==> config.mk <==
export PLATFORM = sky130hd
export DESIGN_NAME = branch_predict_unit_flat
export DESIGN_NICKNAME = d
export VERILOG_FILES = /design/src/rtl/branch_predict_unit_if.sv /design/src/rtl/branch_predict_unit.sv /design/src/flat_wrapper.sv
export SDC_FILE = /design/constraint.sdc
export NUM_CORES = 1
export LEC_CHECK = 0
export ABC_CLOCK_PERIOD_IN_PS = 3700
export CORE_MARGIN = 8
export CORE_UTILIZATION = 53
export CTS_CLUSTER_SIZE = 25
export DETAILED_ROUTE_END_ITERATION = 16
export PLACE_DENSITY = 0.81
export REMOVE_ABC_BUFFERS = 1
export SETUP_SLACK_MARGIN = 0.4
export SYNTH_ARGS = -nofsm -noshare
export SYNTH_HDL_FRONTEND = slang
export SYNTH_SLANG_ARGS = --single-unit
==> constraint.sdc <==
create_clock -name clk -period 3.7 [get_ports clk]
set_clock_uncertainty 0.2 [all_clocks]
set_input_delay 0.37 -clock clk [delete_from_list [all_inputs] [get_ports clk]]
set_output_delay 0.37 -clock clk [all_outputs]
set_load 0.005 [all_outputs]
==> src/rtl/branch_predict_unit_if.sv <==
// branch_predict_unit_if: IF lookup and EX resolution signals of the branch predictor.
interface branch_predict_unit_if #(
    parameter int NCOND = 2,
    parameter int PC_W  = 32
);
    logic [PC_W-1:0]  fetch_pc;
    logic             pred_taken;
    logic             res_valid;
    logic [PC_W-1:0]  res_pc;
    logic [NCOND-1:0] res_cond;
    logic             res_pred;
    logic             taken;
    logic             flush;
    logic             flush_dir;
    logic [31:0]      stat_branches;
    logic [31:0]      stat_mispred;
    modport master (
        output fetch_pc, res_valid, res_pc, res_cond, res_pred,
        input  pred_taken, taken, flush, flush_dir, stat_branches, stat_mispred
    );
    modport slave (
        input  fetch_pc, res_valid, res_pc, res_cond, res_pred,
        output pred_taken, taken, flush, flush_dir, stat_branches, stat_mispred
    );
endinterface

==> src/rtl/branch_predict_unit.sv <==
// branch_predict_unit: 2-bit saturating-counter BHT with taken OR-reduction and registered mispredict flush.
// Define BPU_STATS_EN to build the saturating resolved/mispredict statistics counters.
module branch_predict_unit #(
    parameter int NCOND = 2,
    parameter int IDX_W = 6,
    parameter int PC_W  = 32
) (
    input logic clk,
    input logic rst,
    branch_predict_unit_if.slave bus
);
    localparam int N = 1 << IDX_W;
    logic [1:0]       bht_q [N];
    logic [1:0]       bht_d [N];
    logic [1:0]       cur;
    logic [PC_W-1:0]  fpc, rpc;
    logic [IDX_W-1:0] f_idx, r_idx;
    logic [NCOND-1:0] cond;
    logic             mispred, flush_q, flush_d, dir_q, dir_d;
    logic             unused_pc_bits;
    assign fpc            = bus.fetch_pc;
    assign rpc            = bus.res_pc;
    assign unused_pc_bits = ^{fpc, rpc};
    assign f_idx          = fpc[IDX_W+1:2];
    assign r_idx          = rpc[IDX_W+1:2];
    assign cond           = bus.res_cond;
    assign bus.taken      = |cond;
    // Raw array read: a same-cycle update to this index is not bypassed
    assign bus.pred_taken = bht_q[f_idx][1];
    assign mispred        = bus.res_valid && (bus.taken != bus.res_pred);
    assign bus.flush      = flush_q;
    assign bus.flush_dir  = dir_q;
    always_comb begin
        bht_d = bht_q;
        cur   = bht_q[r_idx];
        if (bus.res_valid)
            bht_d[r_idx] = bus.taken ? ((cur == 2'b11) ? cur : cur + 2'd1)
                                     : ((cur == 2'b00) ? cur : cur - 2'd1);
        flush_d = mispred;
        dir_d   = mispred ? bus.taken : dir_q;
    end
    always_ff @(posedge clk) begin
        if (rst) begin
            for (int i = 0; i < N; i++) bht_q[i] <= 2'b01;
            flush_q <= 1'b0;
            dir_q   <= 1'b0;
        end else begin
            bht_q   <= bht_d;
            flush_q <= flush_d;
            dir_q   <= dir_d;
        end
    end
`ifdef BPU_STATS_EN
    logic [31:0] br_q, br_d, mp_q, mp_d;
    always_comb begin
        br_d = (bus.res_valid && br_q != '1) ? br_q + 32'd1 : br_q;
        mp_d = (mispred && mp_q != '1) ? mp_q + 32'd1 : mp_q;
    end
    always_ff @(posedge clk) begin
        if (rst) begin
            br_q <= '0;
            mp_q <= '0;
        end else begin
            br_q <= br_d;
            mp_q <= mp_d;
        end
    end
    assign bus.stat_branches = br_q;
    assign bus.stat_mispred  = mp_q;
`else
    assign bus.stat_branches = '0;
    assign bus.stat_mispred  = '0;
`endif
endmodule

==> src/flat_wrapper.sv <==
// flat-port wrapper written by rule: the top's interface ports become plain ports
module branch_predict_unit_flat 
#(
    parameter int NCOND = 2,
    parameter int IDX_W = 6,
    parameter int PC_W  = 32
)
  (clk, rst, bus_fetch_pc, bus_res_valid, bus_res_pc, bus_res_cond, bus_res_pred, bus_pred_taken, bus_taken, bus_flush, bus_flush_dir, bus_stat_branches, bus_stat_mispred);
  branch_predict_unit_if #(.NCOND(NCOND), .PC_W(PC_W)) bus_i ();
  input logic clk;
  input logic rst;
  input wire logic [$bits(bus_i.fetch_pc)-1:0] bus_fetch_pc;
  input wire logic [$bits(bus_i.res_valid)-1:0] bus_res_valid;
  input wire logic [$bits(bus_i.res_pc)-1:0] bus_res_pc;
  input wire logic [$bits(bus_i.res_cond)-1:0] bus_res_cond;
  input wire logic [$bits(bus_i.res_pred)-1:0] bus_res_pred;
  output wire logic [$bits(bus_i.pred_taken)-1:0] bus_pred_taken;
  output wire logic [$bits(bus_i.taken)-1:0] bus_taken;
  output wire logic [$bits(bus_i.flush)-1:0] bus_flush;
  output wire logic [$bits(bus_i.flush_dir)-1:0] bus_flush_dir;
  output wire logic [$bits(bus_i.stat_branches)-1:0] bus_stat_branches;
  output wire logic [$bits(bus_i.stat_mispred)-1:0] bus_stat_mispred;
  assign bus_i.fetch_pc = bus_fetch_pc;
  assign bus_i.res_valid = bus_res_valid;
  assign bus_i.res_pc = bus_res_pc;
  assign bus_i.res_cond = bus_res_cond;
  assign bus_i.res_pred = bus_res_pred;
  assign bus_pred_taken = bus_i.pred_taken;
  assign bus_taken = bus_i.taken;
  assign bus_flush = bus_i.flush;
  assign bus_flush_dir = bus_i.flush_dir;
  assign bus_stat_branches = bus_i.stat_branches;
  assign bus_stat_mispred = bus_i.stat_mispred;
  branch_predict_unit #(.NCOND(NCOND), .IDX_W(IDX_W), .PC_W(PC_W)) u_core (.clk(clk), .rst(rst), .bus(bus_i));
endmodule
==> flow_summary_export.csv, run 1 <==
group,metric,value,unit
worst_setup_path,r2r_start,"u_core.bht_q[29]$_SDFFE_PP0P_",
floorplan,io_pins,138,
floorplan,fp.dieW,136,um
logic_synthesis,ys_ff_latch,130,
cts,cts-root-buf,"clkbuf_16",
power,ir_worst_vdd,0.359,mV
cells_and_area,nets,905,
logic_synthesis,yosysWarnings,0,
logic_synthesis,ys_types,60,
cts,cts_hold_buffers,0,
sta,slew_headroom,0.357,
logic_synthesis,synth-seq-area-share,0.341,
drt,totalWireLength,21.1,mm
cts,cts_tree,"built",
floorplan,coreArea,14300,um2
grt,grt_pass1_wl,32.5,mm
worst_setup_path,crit_required,3780,ps
drt,drtPass1Iterations,6,
cts,cts_sinks,130,
sta,fmax,315,MHz
floorplan,die_h,136,um
flow_run,cap_violations,0,
min_path,hold_path_class,"reg -> reg",
cells_and_area,final_common_cell,"nor2_1",
cts,path_clk_slew,50,ps
min_path,worstHoldStart,"u_core.bht_q[58]$_SDFFE_PP1P_",
worst_setup_path,crit_start,"bus_res_pc[3]",
cts,clk_latency,440,ps
logic_synthesis,syn-instance-count,830,
drt,vias,6489,
logic_synthesis,syn_area,7640,um2
sta,final-hold-violation-count,0,
sta,finalSetupViolCount,0,
cells_and_area,mostFrequentLayoutCells,"nor2_1 (138), dfxtp_1 (130), nand2_1 (81)",
sta,setup_ws,526,ps
floorplan,num_rows,44,
cells_and_area,diodes,0,
drt,wl_per_cell,20.5,um
floorplan,initial_core_util,0.533,
power,p_per_area,440,nW/um2
drt,post-route-drc-count,0,
grt,grt_max_degree,131,
worst_setup_path,start_kind,"input port",
run_status,status,"finished clean",
place,io_buffers,21,
place,gp_congestion,0.864,
drt,drtIter0Drc,930,
logic_synthesis,synthArstFlopShare,0,
sta,finalSetupTns,0,ps
worst_setup_path,timing.rr.end,"u_core.bht_q[69]$_SDFFE_PP0P_",
sta,rsz0062_at_grt,"false",
logic_synthesis,synth_edf_count,0,
sta,timing.final.crit_period,3170,ps
grt,grt_use_total,0.224,
worst_setup_path,crit_arrival,3250,ps
sta,drv_slew,0,
worst_setup_path,crit_path_end_kind,"flip-flop",
cells_and_area,layout-drive-gt1-share,0.197,
sta,period_share,0.858,
cells_and_area,final.fill_count,1184,
place,hpwl,12.7,mm
sta,worst-slew-pin-transition,961,ps
cts,cts_setup_buffers,0,
logic_synthesis,syn_avg_cell_area,9.20,um2
logic_synthesis,synth-main-ff-cell,"dfxtp_1",
worst_setup_path,reg2reg_depth,8,
grt,grt_pass1_vias,6132,
grt,grt_remaining_overflow,0,
worst_setup_path,critPathCapture,"u_core.bht_q[69]$_SDFFE_PP0P_",
place,pre_cts_slack,73.5,ps
power,power_leakage,2.81,nW
cells_and_area,seq_area,2600,um2
cts,numCtsBuffers,17,
floorplan,die-area,18500,um2
cells_and_area,syn2layout_area_growth,10.7,%
drt,antenna_left,0,
cts,clock_path_buffers,2,
grt,grt_antenna_before_repair,0,
worst_setup_path,r2r_setup_slack,1010,ps
cts,cts.htree.levels,4,
worst_setup_path,crit_fanout,31,
cells_and_area,multi_input_area,4330,um2
worst_setup_path,critPathKind,"in -> reg",
drt,viasPerCell,6.29,
-- worst min-delay path by stage --
stage | end | slack [ps] | depth (start not counted)
after CTS | u_core.bht_q[82]$_SDFFE_PP1P_ | 260 | 2
after floorplan | u_core.bht_q[118]$_SDFFE_PP1P_ | 230 | 2
final | u_core.bht_q[58]$_SDFFE_PP1P_ | 260 | 2
after global routing | u_core.bht_q[52]$_SDFFE_PP1P_ | 280 | 2
after detailed placement | u_core.bht_q[82]$_SDFFE_PP1P_ | 250 | 2
after global placement | u_core.bht_q[118]$_SDFFE_PP1P_ | 240 | 2
-- through the flow --
step	std cells	hold WS, ps	power, mW	utilization	instance area (um2)
floorplan	762	226	1.65	-	6940
global placement	997	241	1.87	0.540	7730
detailed placement	997	253	1.87	0.540	7730
CTS	1031	265	3.69	0.588	8420
global route	1032	285	3.81	0.591	8460
finish	1032	264	3.72	0.591	8460
-- flip-flops by register name, indices dropped and copies added, names as in the netlist --
name and flops:
u_core.bht_q 128, u_core.bus.flush 1, u_core.bus.flush_dir 1
-- repair_timing --
item	4_1_cts	5_1_grt
resized for setup	7	4
endpoints found under the setup margin	1	10
cloned	2	1
pin swaps	0	0
-- power breakdown --
group	internal [mW]	switching (mW)
clock	1.16	0.676
sequential	1.41	0.00787
combinational	0.153	0.307
-- layer usage --
metal  vias to the layer above  global-route usage  wire (um)
met4                         0               0.104        789
met3                        82              0.0661       2050
met1                      3101               0.272       8260
li1                       2933                   -          -
met5                         -                   0          0
met2                       373               0.360      10000
-- Yosys cell counts, drive strengths merged, types with 2 or more instances --
cell type,n,share of area
nor2b,2,0.0020
a311oi,5,0.0066
inv,2,0.00098
a31oi,2,0.0016
nor3,3,0.0020
nand3,10,0.0066
mux2,2,0.0029
a21oi,74,0.050
mux2i,26,0.034
and2,5,0.0041
o22ai,6,0.0049
a211oi,61,0.094
o31ai,64,0.063
nand2,81,0.040
a221oi,12,0.015
nor2,140,0.070
buf,108,0.11
o21ai,11,0.0072
nor3b,2,0.0026
a22oi,5,0.0049
or2,3,0.0025
clkbuf,23,0.011
nand2b,2,0.0016
dfxtp,130,0.34
mux4,33,0.097
or3,2,0.0016
-- logic make-up (layout without fill, tap and decap cells) --
logic type	count (synthesis)	count (layout)	share of synthesized area
compound gates	245	245	0.253
xor+xnor	1	1	0.00115
fa+ha+maj	1	1	0.00147
buf+inv	134	89	0.124
flops	130	130	0.341
mux	61	61	0.134
other cells	1	64	0.000491
simple gates	257	257	0.144
-- worst max-delay path, cell delays in order --
cell	delay, ps
clkdlybuf4s50_1	500
buf_12	240
and2b_4	290
a221oi_1	340
or3_1	160
o311ai_1	100
nor4b_2	400
and2_1	190
maj3_2	300
clkbuf_16	260
a211oi_1	90
-- area by class of cell --
class	instances	area share
inverters	3	0.00133
multi-input cells	629	0.512
flip-flops and latches	130	0.308
clock inverters	13	0.0217
well taps	184	0.0272
repair buffers	54	0.0766
clock buffers	19	0.0536
(Power assumes the default switching activity.)
==> run 2: changes to the inputs <==
--- a/config.mk
+++ b/config.mk
@@ -7,10 +7,11 @@
 export LEC_CHECK = 0
 export ABC_CLOCK_PERIOD_IN_PS = 3700
 export CORE_MARGIN = 8
-export CORE_UTILIZATION = 53
+export CORE_UTILIZATION = 55
+export CTS_BUF_LIST = sky130_fd_sc_hd__clkbuf_8
 export CTS_CLUSTER_SIZE = 25
 export DETAILED_ROUTE_END_ITERATION = 16
-export PLACE_DENSITY = 0.81
+export PLACE_DENSITY = 0.83
 export REMOVE_ABC_BUFFERS = 1
 export SETUP_SLACK_MARGIN = 0.4
 export SYNTH_ARGS = -nofsm -noshare
==> run 2 against run 1 <==
Against the previous run:
- setup slack improved by 66 ps
- highest routed layer unchanged
- design area decreased by 1.2%
- critical path type unchanged
- combinational power decreased by 0.9%
- sequential power about the same
==> flow_summary_export.csv, run 2 (synthesis gave the netlist of run 1 again) <==
group,metric,value,unit
cts,clk_latency,460,ps
cells_and_area,mostFrequentLayoutCells,"nor2_1 (138), dfxtp_1 (130), nand2_1 (81)",
floorplan,coreArea,13700,um2
power,seqPwrFrac,0.429,
sta,slew_headroom,0.417,
place,io_buffers,21,
min_path,hold_path_class,"in -> reg",
power,p_int,2.43,mW
cells_and_area,diodes,0,
sta,period_share,0.840,
place,gp_congestion,0.903,
power,ir_worst_vdd,0.415,mV
place,pre_cts_slack,48.2,ps
drt,post-route-drc-count,0,
sta,setup_ws,592,ps
sta,final-hold-violation-count,0,
cells_and_area,final_common_cell,"nor2_1",
worst_setup_path,start_kind,"input port",
drt,wl_per_cell,19.6,um
power,combPwrFrac,0.138,
sta,timing.final.crit_period,3110,ps
worst_setup_path,crit_path_end_kind,"flip-flop",
cells_and_area,nets,916,
floorplan,initial_core_util,0.557,
sta,rsz0062_at_grt,"false",
floorplan,num_rows,43,
drt,vias,6537,
cells_and_area,regMostFlops,"u_core.bht_q",
worst_setup_path,crit_arrival,3270,ps
cts,cts_tree,"built",
grt,grt_antenna_before_repair,0,
worst_setup_path,critPathKind,"in -> reg",
drt,wl_met3,1.98,mm
run_status,status,"finished clean",
worst_setup_path,cp_common_cell,"buf_4",
grt,grt_max_degree,49,
worst_setup_path,path_cells,"clkdlybuf4s50_1 -> buf_12 -> buf_4 -> and2_1 -> a221oi_1 -> nor2_1 -> o21ai_1 -> nand4bb_4 -> a211oi_4 -> buf_4 -> nor2_4 -> buf_4 -> o31ai_1",
power,p_per_area,396,nW/um2
flow_run,cap_violations,0,
drt,wl_met1,8.03,mm
grt,grt_remaining_overflow,0,
power,power_frac_clock,0.433,
sta,finalSetupTns,0,ps
cts,cts_sinks,130,
power,sw_frac_of_total,0.264,
worst_setup_path,crit_required,3870,ps
worst_setup_path,crit_fanout,22,
power,power_leakage,2.79,nW
grt,grt_pass1_wl,32.8,mm
drt,met2_length,9.70,mm
floorplan,io_pins,138,
grt,grt_pass1_vias,6427,
drt,antenna_left,0,
cts,clock_path_buffers,2,
sta,finalSetupViolCount,0,
drt,viasPerCell,6.29,
floorplan,die_h,134,um
floorplan,fp.dieW,134,um
cts,path_clk_slew,80,ps
sta,drv_slew,0,
drt,drtPass1Iterations,6,
sta,worst-slew-pin-transition,871,ps
worst_setup_path,cpMaxStageDelayCell,"clkdlybuf4s50_1",
worst_setup_path,cpPeakStageDelay,440,ps
cts,numCtsBuffers,17,
cells_and_area,largest_reg_flops,128,
power,switchingPower,871,uW
sta,fmax,322,MHz
drt,routed.top_layer,"met4",
cells_and_area,layout-drive-gt1-share,0.206,
grt,grt_use_total,0.227,
floorplan,die-area,17900,um2
place,hpwl,13.5,mm
cts,cts-root-buf,"clkbuf_8",
cts,cts.htree.levels,4,
drt,drtIter0Drc,824,
drt,totalWireLength,20.3,mm
cells_and_area,syn2layout_area_growth,9.39,%
## run 2: power groups by stage
stage / logic (mW) / clock network (mW) / registers (mW)
detailed placement: 0.437 / 0 / 1.45
global route: 0.486 / 1.50 / 1.42
finish: 0.456 / 1.43 / 1.42
global placement: 0.433 / 0 / 1.45
floorplan: 0.202 / 0 / 1.45
CTS: 0.446 / 1.44 / 1.42
## run 2: stage by stage
stage | instances | instance area [um2] | utilization | power, mW | hold WS, ps
detailed placement | 1005 | 7830 | 0.571 | 1.89 | 251
global route | 1039 | 8350 | 0.609 | 3.40 | 220
floorplan | 762 | 6940 | - | 1.65 | 226
CTS | 1039 | 8350 | 0.609 | 3.30 | 193
global placement | 1005 | 7830 | 0.571 | 1.88 | 241
finish | 1039 | 8350 | 0.609 | 3.30 | 214
## run 2: routing by layer
metal,up-vias,track usage
met4,0,0.115
met2,391,0.362
li1,2946,-
met5,-,0
met1,3131,0.278
met3,69,0.0621
## run 2: path summary, 6_finish.rpt
kind | cells after the start | slack, ps | end | startpoint
worst max-delay path | 13 | 590 | u_core.bht_q[6]$_SDFFE_PP1P_ | bus_res_pc[3]
worst min-delay path | 2 | 210 | u_core.bus.flush_dir$_SDFFE_PP0P_ | rst
worst max register to register | 8 | 1020 | u_core.bht_q[90]$_SDFFE_PP1P_ | u_core.bht_q[17]$_SDFFE_PP0P_
worst min register to register | 2 | 270 | u_core.bht_q[86]$_SDFFE_PP1P_ | u_core.bht_q[86]$_SDFFE_PP1P_
## run 2: area by class of cell
type                            count  area (um2)
Inverter                            3        11.3
Tap cell                          180         225
Fill cell                        1137        5370
Sequential cell                   130        2600
Timing Repair Buffer               65         721
Clock inverter                     11         181
Multi-Input combinational cell    629        4320
Clock buffer                       21         289
## run 2: worst max-delay path: cells and delay by family
| family | cells | cell delay (ps) |
|---|---|---|
| AOI/OAI and AO/OA | 4 | 1110 |
| buffers and inverters | 5 | 1200 |
| and+or+nand+nor | 4 | 590 |
## run 2: repair_timing
action | 4_1_cts | 5_1_grt
setup endpoints to repair | 1 | 0
gates resized for setup | 8 | 0
hold buffers | 0 | 0
setup buffers | 0 | 0
==> run 3: changes to the inputs <==
--- a/config.mk
+++ b/config.mk
@@ -5,7 +5,7 @@
 export SDC_FILE = /design/constraint.sdc
 export NUM_CORES = 1
 export LEC_CHECK = 0
-export ABC_CLOCK_PERIOD_IN_PS = 3700
+export ABC_CLOCK_PERIOD_IN_PS = 3000
 export CORE_MARGIN = 8
 export CORE_UTILIZATION = 55
 export CTS_BUF_LIST = sky130_fd_sc_hd__clkbuf_8
==> constraint.sdc (replaced) <==
create_clock -name clk -period 3 [get_ports clk]
set_clock_uncertainty 0.2 [all_clocks]
set_input_delay 0.3 -clock clk [delete_from_list [all_inputs] [get_ports clk]]
set_output_delay 0.3 -clock clk [all_outputs]
set_load 0.005 [all_outputs]
==> run 3 against run 2 <==
Against the previous run:
- the flow now finishes with violations (setup timing)
- die area unchanged
- setup slack worse by 640 ps
- critical path depth down 1
- via count up 20%
- power up 35%
- non-clock buffer count up 88
- global-route usage up 8.4 points
- combinational power rose to 2.7 times the previous value
- design area up 27%
- first-iteration DRC count up 48%
- routed wire length up 51%
- critical path type is now reg -> reg
- critical endpoint is now u_core.bht_q[48]$_SDFFE_PP1P_
- highest routed layer unchanged
==> flow_summary_export.csv, run 3 (synthesis gave the netlist of run 1 again) <==
group,metric,value,unit
cts,clock_path_buffers,2,
power,p_per_area,422,nW/um2
place,io_buffers,21,
drt,totalWireLength,30.8,mm
cells_and_area,finalInstanceArea,10600,um2
power,combPwrFrac,0.272,
cells_and_area,final.fill_count,838,
place,pre_cts_slack,-447,ps
cells_and_area,nets,1005,
floorplan,initial_core_util,0.557,
power,power_leakage,3.57,nW
floorplan,die_h,134,um
sta,period_share,1.02,
cells_and_area,final_common_cell,"nor2_1",
sta,finalSetupTns,-54.3,ps
cts,clk_latency,480,ps
min_path,worstHoldStart,"rst",
drt,vias,7845,
drt,viasPerCell,6.96,
cells_and_area,layout-drive-gt1-share,0.393,
place,dpl_cell_area,8090,um2
cts,cts-root-buf,"clkbuf_8",
worst_setup_path,crit_required,3190,ps
worst_setup_path,critPathCapture,"u_core.bht_q[48]$_SDFFE_PP1P_",
place,gp_congestion,0.950,
worst_setup_path,crit_arrival,3240,ps
power,switchingPower,1.41,mW
grt,grt_antenna_before_repair,0,
grt,grt_pass1_wl,43.6,mm
cts,cts.htree.levels,4,
sta,timing.final.crit_period,3050,ps
place,place_inst,1040,
worst_setup_path,r2r_start,"u_core.bht_q[82]$_SDFFE_PP1P_",
worst_setup_path,path_cells,"mux4_2 -> mux2i_2 -> o21ai_1 -> nand4bb_4 -> a211oi_4 -> buf_6 -> buf_6 -> a21oi_4 -> buf_6 -> buf_12 -> buf_16 -> o31ai_4",
worst_setup_path,r2r_setup_slack,-50,ps
sta,final-hold-violation-count,0,
cts,path_clk_slew,80,ps
sta,holdWs,110,ps
worst_setup_path,crit_path_end_kind,"flip-flop",
power,seqPwrFrac,0.391,
cells_and_area,seq_area,2620,um2
cells_and_area,finalNonFillerCells,1127,
power,power,4.48,mW
sta,worst-slew-pin-transition,687,ps
grt,grt_max_degree,70,
sta,rsz0062_at_grt,"true",
cts,cts_hold_buffers,0,
floorplan,coreArea,13700,um2
cts,cts_sinks,130,
worst_setup_path,critPathKind,"reg -> reg",
drt,post-route-drc-count,0,
cells_and_area,regMostFlops,"u_core.bht_q",
grt,grt_pass1_vias,7786,
drt,drtPass1Iterations,8,
flow_run,cap_violations,0,
drt,wl_per_cell,27.3,um
drt,drtIter0Drc,1220,
sta,finalSetupViolCount,4,
worst_setup_path,crit_start,"u_core.bht_q[82]$_SDFFE_PP1P_",
worst_setup_path,cpPeakStageDelay,530,ps
floorplan,fp.dieW,134,um
floorplan,num_rows,43,
worst_setup_path,crit_fanout,8,
cells_and_area,multi_input_area,5320,um2
cells_and_area,mostFrequentLayoutCells,"nor2_1 (137), dfxtp_1 (116), nand2_1 (80)",
floorplan,die-area,17900,um2
worst_setup_path,timing.rr.end,"u_core.bht_q[48]$_SDFFE_PP1P_",
floorplan,io_pins,138,
worst_setup_path,cpMaxStageDelayCell,"mux4_2",
sta,drv_slew,0,
cts,numCtsBuffers,17,
grt,grt_use_total,0.312,
sta,setup_ws,-48.6,ps
cells_and_area,largest_reg_flops,128,
drt,antenna_left,0,
worst_setup_path,cp_common_cell,"buf_6",
run_status,status,"finished with violations",
worst_setup_path,start_kind,"flip-flop",
grt,grt_remaining_overflow,0,
cells_and_area,diodes,0,
cells_and_area,finish.utilization,0.772,
power,sw_frac_of_total,0.315,
power,power_frac_clock,0.337,
run_status,violations,"setup timing",
cts,cts_tree,"built",
power,p_int,3.06,mW
power,ir_worst_vdd,0.474,mV
sta,fmax,328,MHz
worst_setup_path,reg2reg_depth,12,
cells_and_area,syn2layout_area_growth,38.8,%
min_path,hold_path_class,"in -> reg",
place,hpwl,14.2,mm
sta,slew_headroom,0.541,
==> run 3: changes by cell type in the layout (fill, tap and decap cells not counted), moves of 14 or more <==
| cell | change |
|---|---|
| o31ai_1 | -63 |
| o31ai_4 | +54 |
| buf_4 | +34 |
| buf_6 | +23 |
| buf_16 | +21 |
| dfxtp_1 | -14 |
| dfxtp_2 | +14 |
==> run 3: timing repair <==
action,CTS,global route
buffers inserted,27,1
resized for setup,151,97
pin swaps,71,73
cloned,26,2
setup endpoints to repair,129,129
==> run 3: worst min path at each step <==
stage                                         to  slack [ps]  cells after the start
6_report       u_core.bus.flush_dir$_SDFFE_PP0P_         110                      2
4_1_cts        u_core.bus.flush_dir$_SDFFE_PP0P_          70                      2
2_1_floorplan     u_core.bht_q[101]$_SDFFE_PP0P_         160                      1
3_3_place_gp       u_core.bht_q[32]$_SDFFE_PP1P_         240                      2
5_1_grt        u_core.bus.flush_dir$_SDFFE_PP0P_         110                      2
3_5_place_dp      u_core.bht_q[110]$_SDFFE_PP1P_         250                      2
==> run 3: critical path: cells and delay by family (launching register included) <==
kind / cells / cell delay (ps)
AO/OA/AOI/OAI: 4 / 680
buffers and inverters: 5 / 680
flip-flops: 1 / 330
multiplexers: 2 / 860
AND/OR/NAND/NOR: 1 / 210
==> run 3: power groups by stage <==
stage	sequential (mW)	combinational, mW	clock, mW
finish	1.75	1.22	1.51
CTS	1.75	1.02	1.48
global placement	1.79	0.559	0
global route	1.75	1.24	1.58
floorplan	1.79	0.249	0
detailed placement	1.79	0.565	0
==> run 3: metal layers <==
layer	track usage	vias to the layer above	wire length [um]
li1	-	3144	-
met1	0.357	3736	10400
met2	0.504	724	14700
met3	0.0864	241	3340
met4	0.203	0	2290
met5	0	-	0
==> run 3: layout make-up <==
| class | instances | share of cell area |
|---|---|---|
| Multi-Input combinational cell | 630 | 0.502 |
| Sequential cell | 130 | 0.247 |
| Timing Repair Buffer | 153 | 0.193 |
| Clock buffer | 19 | 0.0247 |
| Tap cell | 180 | 0.0213 |
| Clock inverter | 12 | 0.0110 |
| Inverter | 3 | 0.00142 |
